--- src/rtl/imm_ext_pkg.sv ---
// Shared definitions for the decode-stage immediate unit: opcode values,
// extension-mode encoding and the skid-buffer state encoding.
package imm_ext_pkg;

    localparam logic [5:0] OP_RTYPE = 6'h00;
    localparam logic [5:0] OP_J     = 6'h02;
    localparam logic [5:0] OP_JAL   = 6'h03;
    localparam logic [5:0] OP_BEQ   = 6'h04;
    localparam logic [5:0] OP_BNE   = 6'h05;
    localparam logic [5:0] OP_ADDI  = 6'h08;
    localparam logic [5:0] OP_ADDIU = 6'h09;
    localparam logic [5:0] OP_SLTI  = 6'h0A;
    localparam logic [5:0] OP_SLTIU = 6'h0B;
    localparam logic [5:0] OP_ANDI  = 6'h0C;
    localparam logic [5:0] OP_ORI   = 6'h0D;
    localparam logic [5:0] OP_XORI  = 6'h0E;
    localparam logic [5:0] OP_LUI   = 6'h0F;
    localparam logic [5:0] OP_LW    = 6'h23;
    localparam logic [5:0] OP_SW    = 6'h2B;

    typedef enum logic [2:0] {
        EXT_NONE   = 3'd0,
        EXT_SIGN   = 3'd1,
        EXT_ZERO   = 3'd2,
        EXT_UPPER  = 3'd3,
        EXT_BRANCH = 3'd4
    } ext_mode_e;

    typedef enum logic [1:0] {
        ST_EMPTY = 2'd0,
        ST_ONE   = 2'd1,
        ST_TWO   = 2'd2
    } buf_state_e;

endpackage

--- src/rtl/imm_extend_unit.sv ---
// Combinational opcode decode and INW->OUTW immediate extension.
module imm_extend_unit
    import imm_ext_pkg::*;
#(
    parameter int INW  = 16,
    parameter int OUTW = 32
) (
    input  logic [5:0]      opcode_i,
    input  logic [INW-1:0]  field_i,
    output ext_mode_e       mode_o,
    output logic [OUTW-1:0] imm_o,
    output logic            illegal_o
);

    logic [OUTW-1:0] sext;
    assign sext = {{(OUTW-INW){field_i[INW-1]}}, field_i};

    // NOTE: every output of a combinational block gets a default first, otherwise unlisted paths infer latches.
    always_comb begin
        mode_o    = EXT_NONE;
        illegal_o = 1'b0;
        case (opcode_i)
            OP_ADDI, OP_ADDIU, OP_SLTI, OP_SLTIU, OP_LW, OP_SW: mode_o = EXT_SIGN;
            OP_ANDI, OP_ORI, OP_XORI:                          mode_o = EXT_ZERO;
            OP_LUI:                                            mode_o = EXT_UPPER;
            OP_BEQ, OP_BNE:                                    mode_o = EXT_BRANCH;
            OP_RTYPE, OP_J, OP_JAL:                            mode_o = EXT_NONE;
            default:                                           illegal_o = 1'b1;
        endcase
    end

    always_comb begin
        imm_o = '0;
        case (mode_o)
            EXT_SIGN:   imm_o = sext;
            EXT_ZERO:   imm_o = {{(OUTW-INW){1'b0}}, field_i};
            EXT_UPPER:  imm_o = {field_i, {(OUTW-INW){1'b0}}};
            EXT_BRANCH: imm_o = sext << 2;  // top bits shifted out are dropped
            default:    imm_o = '0;
        endcase
    end

endmodule

--- src/rtl/imm_ext_stage.sv ---
// Decode-stage immediate unit: extends on push and buffers results in a
// 2-entry skid buffer so in_ready never depends combinationally on out_ready.
module imm_ext_stage
    import imm_ext_pkg::*;
#(
    parameter int INW  = 16,
    parameter int OUTW = 32
) (
    input  logic            clk,
    input  logic            rst_n,
    input  logic            flush,
    input  logic            in_valid,
    output logic            in_ready,
    input  logic [31:0]     in_instr,
    output logic            out_valid,
    input  logic            out_ready,
    output logic [OUTW-1:0] out_imm,
    output logic [2:0]      out_mode,
    output logic            out_illegal
);

    ext_mode_e       new_mode;
    logic [OUTW-1:0] new_imm;
    logic            new_illegal;

    imm_extend_unit #(.INW(INW), .OUTW(OUTW)) u_ext (
        .opcode_i  (in_instr[31:26]),
        .field_i   (in_instr[INW-1:0]),
        .mode_o    (new_mode),
        .imm_o     (new_imm),
        .illegal_o (new_illegal)
    );

    logic unused_instr_bits;
    assign unused_instr_bits = ^in_instr[25:INW];

    buf_state_e      state_q, state_d;
    logic            in_ready_q;
    logic [OUTW-1:0] head_imm_q, tail_imm_q;
    ext_mode_e       head_mode_q, tail_mode_q;
    logic            head_ill_q, tail_ill_q;

    logic push, pop;
    logic load_head_new, load_head_tail, load_tail;

    assign out_valid   = (state_q != ST_EMPTY);
    assign in_ready    = in_ready_q;
    assign out_imm     = head_imm_q;
    assign out_mode    = head_mode_q;
    assign out_illegal = head_ill_q;

    assign push = in_valid & in_ready_q;
    assign pop  = out_valid & out_ready;

    always_comb begin
        state_d        = state_q;
        load_head_new  = 1'b0;
        load_head_tail = 1'b0;
        load_tail      = 1'b0;
        if (flush) begin
            state_d = ST_EMPTY;
        end else begin
            case (state_q)
                ST_EMPTY: if (push) begin
                    state_d       = ST_ONE;
                    load_head_new = 1'b1;
                end
                ST_ONE: begin
                    if (push && pop) begin
                        load_head_new = 1'b1;
                    end else if (push) begin
                        state_d   = ST_TWO;
                        load_tail = 1'b1;
                    end else if (pop) begin
                        state_d = ST_EMPTY;
                    end
                end
                ST_TWO: if (pop) begin
                    state_d        = ST_ONE;
                    load_head_tail = 1'b1;
                end
                default: state_d = ST_EMPTY;
            endcase
        end
    end

    // NOTE: sequential state uses non-blocking assignments so every register samples pre-edge values.
    always_ff @(posedge clk or negedge rst_n) begin
        if (!rst_n) begin
            state_q     <= ST_EMPTY;
            in_ready_q  <= 1'b1;
            // NOTE: the two buffer entries are plain flops and are cleared so out_imm reads zero after reset.
            head_imm_q  <= '0;
            head_mode_q <= EXT_NONE;
            head_ill_q  <= 1'b0;
            tail_imm_q  <= '0;
            tail_mode_q <= EXT_NONE;
            tail_ill_q  <= 1'b0;
        end else begin
            state_q    <= state_d;
            in_ready_q <= (state_d != ST_TWO);
            if (load_head_new) begin
                head_imm_q  <= new_imm;
                head_mode_q <= new_mode;
                head_ill_q  <= new_illegal;
            end else if (load_head_tail) begin
                head_imm_q  <= tail_imm_q;
                head_mode_q <= tail_mode_q;
                head_ill_q  <= tail_ill_q;
            end
            if (load_tail) begin
                tail_imm_q  <= new_imm;
                tail_mode_q <= new_mode;
                tail_ill_q  <= new_illegal;
            end
        end
    end

endmodule

--- config.mk ---
export PLATFORM = sky130hd
export DESIGN_NAME = imm_ext_stage
export DESIGN_NICKNAME = d
export VERILOG_FILES = /design/src/rtl/imm_ext_pkg.sv /design/src/rtl/imm_extend_unit.sv /design/src/rtl/imm_ext_stage.sv
export SDC_FILE = /design/constraint.sdc
export NUM_CORES = 1
export LEC_CHECK = 0
export CAP_MARGIN = 20
export CORE_ASPECT_RATIO = 1.2
export CORE_MARGIN = 4
export CORE_UTILIZATION = 39
export CTS_BUF_LIST = sky130_fd_sc_hd__clkbuf_16
export DETAILED_ROUTE_END_ITERATION = 7
export GPL_TIMING_DRIVEN = 0
export PLACE_DENSITY = 0.63
export RECOVER_POWER = 25
export SLEW_MARGIN = 10
export SYNTH_ARGS = -nofsm -noshare
export SYNTH_HDL_FRONTEND = slang
export SYNTH_SLANG_ARGS = --single-unit
--- constraint.sdc ---
create_clock -name clk -period 2.3 [get_ports clk]
set_input_delay 0.575 -clock clk [delete_from_list [all_inputs] [get_ports clk]]
set_output_delay 0.575 -clock clk [all_outputs]
set_load 0.02 [all_outputs]
### Word level (Yosys, flattened, before mapping)

Cells that the tools add are included.

* bits in registers: 75
* bits in latches: 0
* bits in writable memories: 0
* ROM bits: 0
* output and inout bits: 38
* memories kept: 0

* $add $sub $neg: 0
* $mul: 0
* div/mod/pow operators: 0
* order comparisons: 0
* eq/ne operators: 21
* shifts and indexed selects: 0
* muxes and demuxes: 26
* bitwise operators: 2
* reductions and logical operators: 9

Operator list (number)
* 32-bit one-hot mux with 4 select lines: 1
* 32-bit 2-to-1 mux: 2
* 6-bit by 4-bit == test with 1-bit output (second input constant): 8
* 15-bit OR reduction: 1
* 6-bit by 2-bit == test with 1-bit output (second input constant): 2
* 6-bit by 3-bit == test with 1-bit output (second input constant): 2
* 6-bit == test (second input constant): 2
* 1-bit 2-to-1 mux: 12
* 2-bit 2-to-1 mux: 6
* 3-bit one-hot mux with 4 select lines: 1
* 3-bit by 2-bit == test with 1-bit output (second input constant): 2
* 6-bit zero test: 1
* 3-bit 2-to-1 mux: 2
* 2-bit one-hot mux with 3 select lines: 1
* 6-bit OR reduction: 1
* 2-bit nonzero test: 2
* 3-bit by 1-bit == test with 1-bit output (second input constant): 1
* 3-bit == test (second input constant): 1
* 3-bit OR reduction: 1
* 1-bit bitwise AND: 2
* 2-bit by 1-bit == test with 1-bit output (second input constant): 1
* 2-bit == test (second input constant): 1
* 2-bit zero test: 1
* 2-bit != test (second input constant): 1
* other kinds (3): 3

### Logic depth before layout (Yosys ltp)

* depth after elaboration: 8
* mapped depth: 6
* gate-level depth less buffers: 4

### Modules after synthesis

From an unflattened synthesis, not the netlist that was laid out.

* cell total of the unflattened synthesis: 277
* area total of the unflattened synthesis: 3847.4 µm²

By module, submodules not included
* imm_ext_stage: times used 1, cells each 211, area each 3345.7 µm², seq. area each 1878.1 µm²
* imm_extend_unit: times used 1, cells each 66, area each 501.7 µm², seq. area each 0.0 µm²

### Worst setup path after synthesis

No wires, ideal clock.

* path kind: input-to-reg
* start: input in_instr[31]
* end: register head_imm_q[21] (netlist: out_imm[21])
* setup time: 89 ps
* arrival: 1875 ps
* required time: 2211 ps
* setup slack: 336 ps
* stages: 6
* path through: buf_4 -> or3b_1 -> a311oi_4 -> buf_6 -> a21oi_1 -> o221ai_2

* longest elaborated chain between the ends: 6
* elaborated cells on any way between the ends: 22

RTL lines
* start: declaration: line imm_ext_stage.sv:14 `input logic [31:0] in_instr,`
* 6-bit by 4-bit == test with 1-bit output, or another cell as far along: line imm_extend_unit.sv:22 `case (opcode_i)`
* 6-bit OR reduction, or another cell as far along
* 3-bit one-hot mux with 4 select lines (*): line imm_extend_unit.sv:22
* 3-bit == test, or another cell as far along: line imm_extend_unit.sv:34 `case (mode_o)`
* 32-bit one-hot mux with 4 select lines (*): line imm_extend_unit.sv:34
* 32-bit 2-to-1 mux (*): line imm_ext_stage.sv:102 `if (load_head_new) begin`
* end signal: assignment: line imm_ext_stage.sv:103 `head_imm_q <= new_imm;`
* end signal: assignment: line imm_ext_stage.sv:107 `head_imm_q <= tail_imm_q;`
* end: declaration: line imm_ext_stage.sv:39 `logic [OUTW-1:0] head_imm_q, tail_imm_q;`

Mark *: on every way between the ends. The rest lies on a longest branch, timed or not.
A chain may end at the register's enable or synchronous reset.

### Worst setup path in the final report

* start: input in_instr[27]
* end: register head_imm_q[18] (netlist: out_imm[18])

Same word-level chain as after synthesis.

==> impl_metrics.py <==
metrics = {
    "status": {
        "status": "finished, final reports clean",
    },
    "pwr": {
        "peakVddDrop_v": 0.0004299,
        "p_int_uw": 2531,
        "power.switching_uw": 905.4,
        "power_uw": 3437,
        "seqPwrFrac": 0.441,
        "share_comb_of_total_power": 0.166,
        "cellPowerDensity_mw_per_mm2": 745.2,
        "swShare": 0.2635,
        "cellLeakagePower_uw": 0.001906,
        "pwr-share-clk": 0.393,
    },
    "global_routing": {
        "grt_util_met2": 0.2842,
        "busiest_layer": "met2",
        "grt_max_degree": 58,
        "grt_overflow": 0,
        "grt_pass1_wl_um": 14820,
        "met3_usage": 0.02512,
        "antenna_found_initial": 0,
        "grt_pass1_vias": 2915,
        "grt_usage": 0.1802,
        "grt_util_met1": 0.2475,
    },
    "detailed_routing": {
        "wl_per_cell_um": 16.58,
        "vias_per_cell": 5.293,
        "drt-initial-drc-count": 175,
        "drc": 0,
        "ant_nets": 0,
        "drt_first_pass_iters": 5,
        "drt-total-wl_um": 9051,
        "dr_total_vias": 2890,
    },
    "sta": {
        "finalCritPeriodShare": 0.9574,
        "rsz0062_at_grt": "false",
        "setup_viol": 0,
        "min_period_ps": 2202,
        "setup_tns_ps": 0,
        "slew_violations": 0,
        "worst_pin_slew_ps": 994.3,
        "maxSlewHeadroom": 0.3372,
        "fin_hold_ws_ps": 389.7,
        "setup_slack_ps": 98.02,
        "fin_skew_ps": 5.662,
        "max_freq_mhz": 454.1,
        "hold_viol_final": 0,
    },
    "logic_synthesis": {
        "synth_flop_cell": "dfrtp_1",
        "syn_inst": 343,
        "synth_area_sq_mm": 0.003451,
        "synth_async_sr_flop_share": 1.000,
        "ys_types": 42,
        "ys_seq_elements": 75,
        "synth_edf_count": 0,
        "ys_warn_count": 0,
        "synth_area_per_cell_sq_um": 10.06,
        "seq_area_frac_synth": 0.5442,
        "synth_nets": 380,
    },
    "critical_path": {
        "crit_chain": "clkdlybuf4s50_1 -> or4b_4 -> a311oi_4 -> buf_4 -> a21oi_1 -> o221ai_1",
        "start_kind": "input pin",
        "critical_path.max_fanout": 6,
        "slowest_stage": "or4b_4",
        "rr_endpoint": "out_imm[31]$_DFFE_PN0P_",
        "endpoint_kind": "flop",
        "reg2reg_setup_slack_ps": 440,
        "arrival_ps": 2430,
        "required_ps": 2530,
        "criticalPathCategory": "in -> reg",
        "reg2reg_from": "state_q[0]$_DFF_PN0_",
        "crit_path_max_incr_delay_ps": 560,
        "r2r.worst_path.cells": 5,
    },
    "die": {
        "rows": 37,
        "ios": 75,
        "initial_utilization": 0.4008,
        "fp.dieArea_sq_mm": 0.01042,
        "die_x_um": 93.87,
        "coreArea_sq_mm": 0.008611,
        "die_y_um": 111.0,
    },
    "placed_design": {
        "dp_hpwl_um": 6387,
        "portBuffers": 64,
        "dp_slack_ps": -431.7,
        "dp_cells": 525,
        "gp_congestion": 0.8043,
    },
    "cts": {
        "cts_max_path_buffers": 2,
        "ctsHtreeMaxLevel": 3,
        "clock-root-buffer": "clkbuf_16",
        "numCtsBuffers": 9,
        "path_clk_slew_ps": 60,
        "clk_latency_ps": 330,
        "cts_hold_buf": 0,
        "clock-sinks": 75,
        "cts_tree": "built",
    },
    "final_layout": {
        "fin_nets": 461,
        "layout-drive-gt1-share": 0.1282,
        "final_cells": 546,
        "multi_input_area_sq_mm": 0.001371,
        "register_area_sq_mm": 0.001878,
        "final_common_cell": "dfrtp_1",
        "antenna-diode-count": 0,
        "nFillCells": 801,
        "layout_common_cells": "74 x dfrtp_1, 71 x nand2_1, 61 x clkdlybuf4s50_1, 35 x inv_1, 28 x o21ai_0",
        "area_growth_pct": 33.65,
    },
    "run": {
        "maxCapViolations": 0,
    },
    "worst_hold_path": {
        "worstHoldPathType": "in -> async",
    },
}
==> how the worst max path moves through the flow <==
stage | from | endpoint | slack [ps] | depth (start not counted)
floorplan | in_instr[31] | out_imm[21]$_DFFE_PN0P_ | 340 | 6
global placement | rst_n | out_imm[20]$_DFFE_PN0P_ | -1950 | 1
CTS | flush | out_imm[22]$_DFFE_PN0P_ | -40 | 6
detailed placement | in_instr[31] | out_imm[8]$_DFFE_PN0P_ | -430 | 6
global route | out_ready | out_imm[31]$_DFFE_PN0P_ | 0.2 | 6
finish | in_instr[27] | out_imm[18]$_DFFE_PN0P_ | 100 | 6
==> synth_stat cells (2+ instances only) <==
library cell | number | share of area
a21oi_1 | 18 | 0.026
a221o_1 | 2 | 0.0058
a22oi_1 | 14 | 0.030
and3_1 | 3 | 0.0054
buf_2 | 5 | 0.0073
buf_4 | 2 | 0.0043
clkbuf_1 | 13 | 0.014
dfrtp_1 | 74 | 0.54
inv_1 | 34 | 0.037
mux2i_1 | 6 | 0.017
nand2_1 | 71 | 0.077
nand2b_1 | 2 | 0.0036
nor2_1 | 4 | 0.0043
o21ai_0 | 28 | 0.041
o21ai_1 | 11 | 0.016
o221ai_1 | 20 | 0.051
o221ai_2 | 10 | 0.044
or2_2 | 2 | 0.0036
==> area by class of cell <==
cell class / instances / area share
plain buffers: 21 / 0.02415
clock buffers: 9 / 0.04883
multi-input cells: 212 / 0.2973
clock inverters: 7 / 0.01302
flip-flops and latches: 75 / 0.4072
repair buffers: 71 / 0.1500
inverters: 34 / 0.02767
well taps: 117 / 0.03174
==> critical path, delay by kind of cell <==
kind / cells / cell delay (ps)
AO/OA/AOI/OAI: 3 / 600
buffers and inverters: 2 / 690
AND/OR/NAND/NOR: 1 / 560
==> metrics by stage <==
| stage | utilization | area [sq um] |
|---|---|---|
| after detailed placement | 0.4951 | 4263 |
| after global routing | 0.5356 | 4612 |
| after global placement | 0.4922 | 4238 |
| after floorplan | - | 3451 |
| after CTS | 0.5304 | 4567 |
| final | 0.5356 | 4612 |
==> flip-flops by register name (all words and copies together), names as in the netlist <==
name         count
tail_mode_q      3
tail_imm_q      32
out_mode         3
state_q          2
tail_ill_q       1
in_ready         1
out_illegal      1
out_imm         32
==> power by group through the flow <==
stage / sequential [uW] / clock [uW] / combinational [uW]
floorplan: 1600 / 0 / 211
global placement: 1540 / 0 / 553
detailed placement: 1540 / 0 / 566
CTS: 1520 / 1370 / 574
global route: 1530 / 1440 / 622
finish: 1520 / 1350 / 571
==> cell families (layout without fill, tap and decap cells) <==
| family | Yosys count | after routing | synth area share |
|---|---|---|---|
| AOI/OAI and AO/OA | 109 | 109 | 0.2400 |
| buffers and inverters | 56 | 142 | 0.06707 |
| xor gates and xnor gates | 1 | 1 | 0.002539 |
| DFF | 75 | 75 | 0.5442 |
| and+or+nand+nor | 95 | 95 | 0.1255 |
| muxes | 7 | 7 | 0.02067 |
==> routing by layer <==
metal  part of all wire  routed length, um
met1               0.45               4078
met2               0.48               4328
met3              0.057                515
met4              0.014                129
met5                  0                  0
==> timing repair <==
item	in CTS	in global routing
setup endpoints to repair	38	63
setup buffers	0	6
gates resized for setup	5	12
pin swaps	1	5
Power figures use the tool's default switching activity.
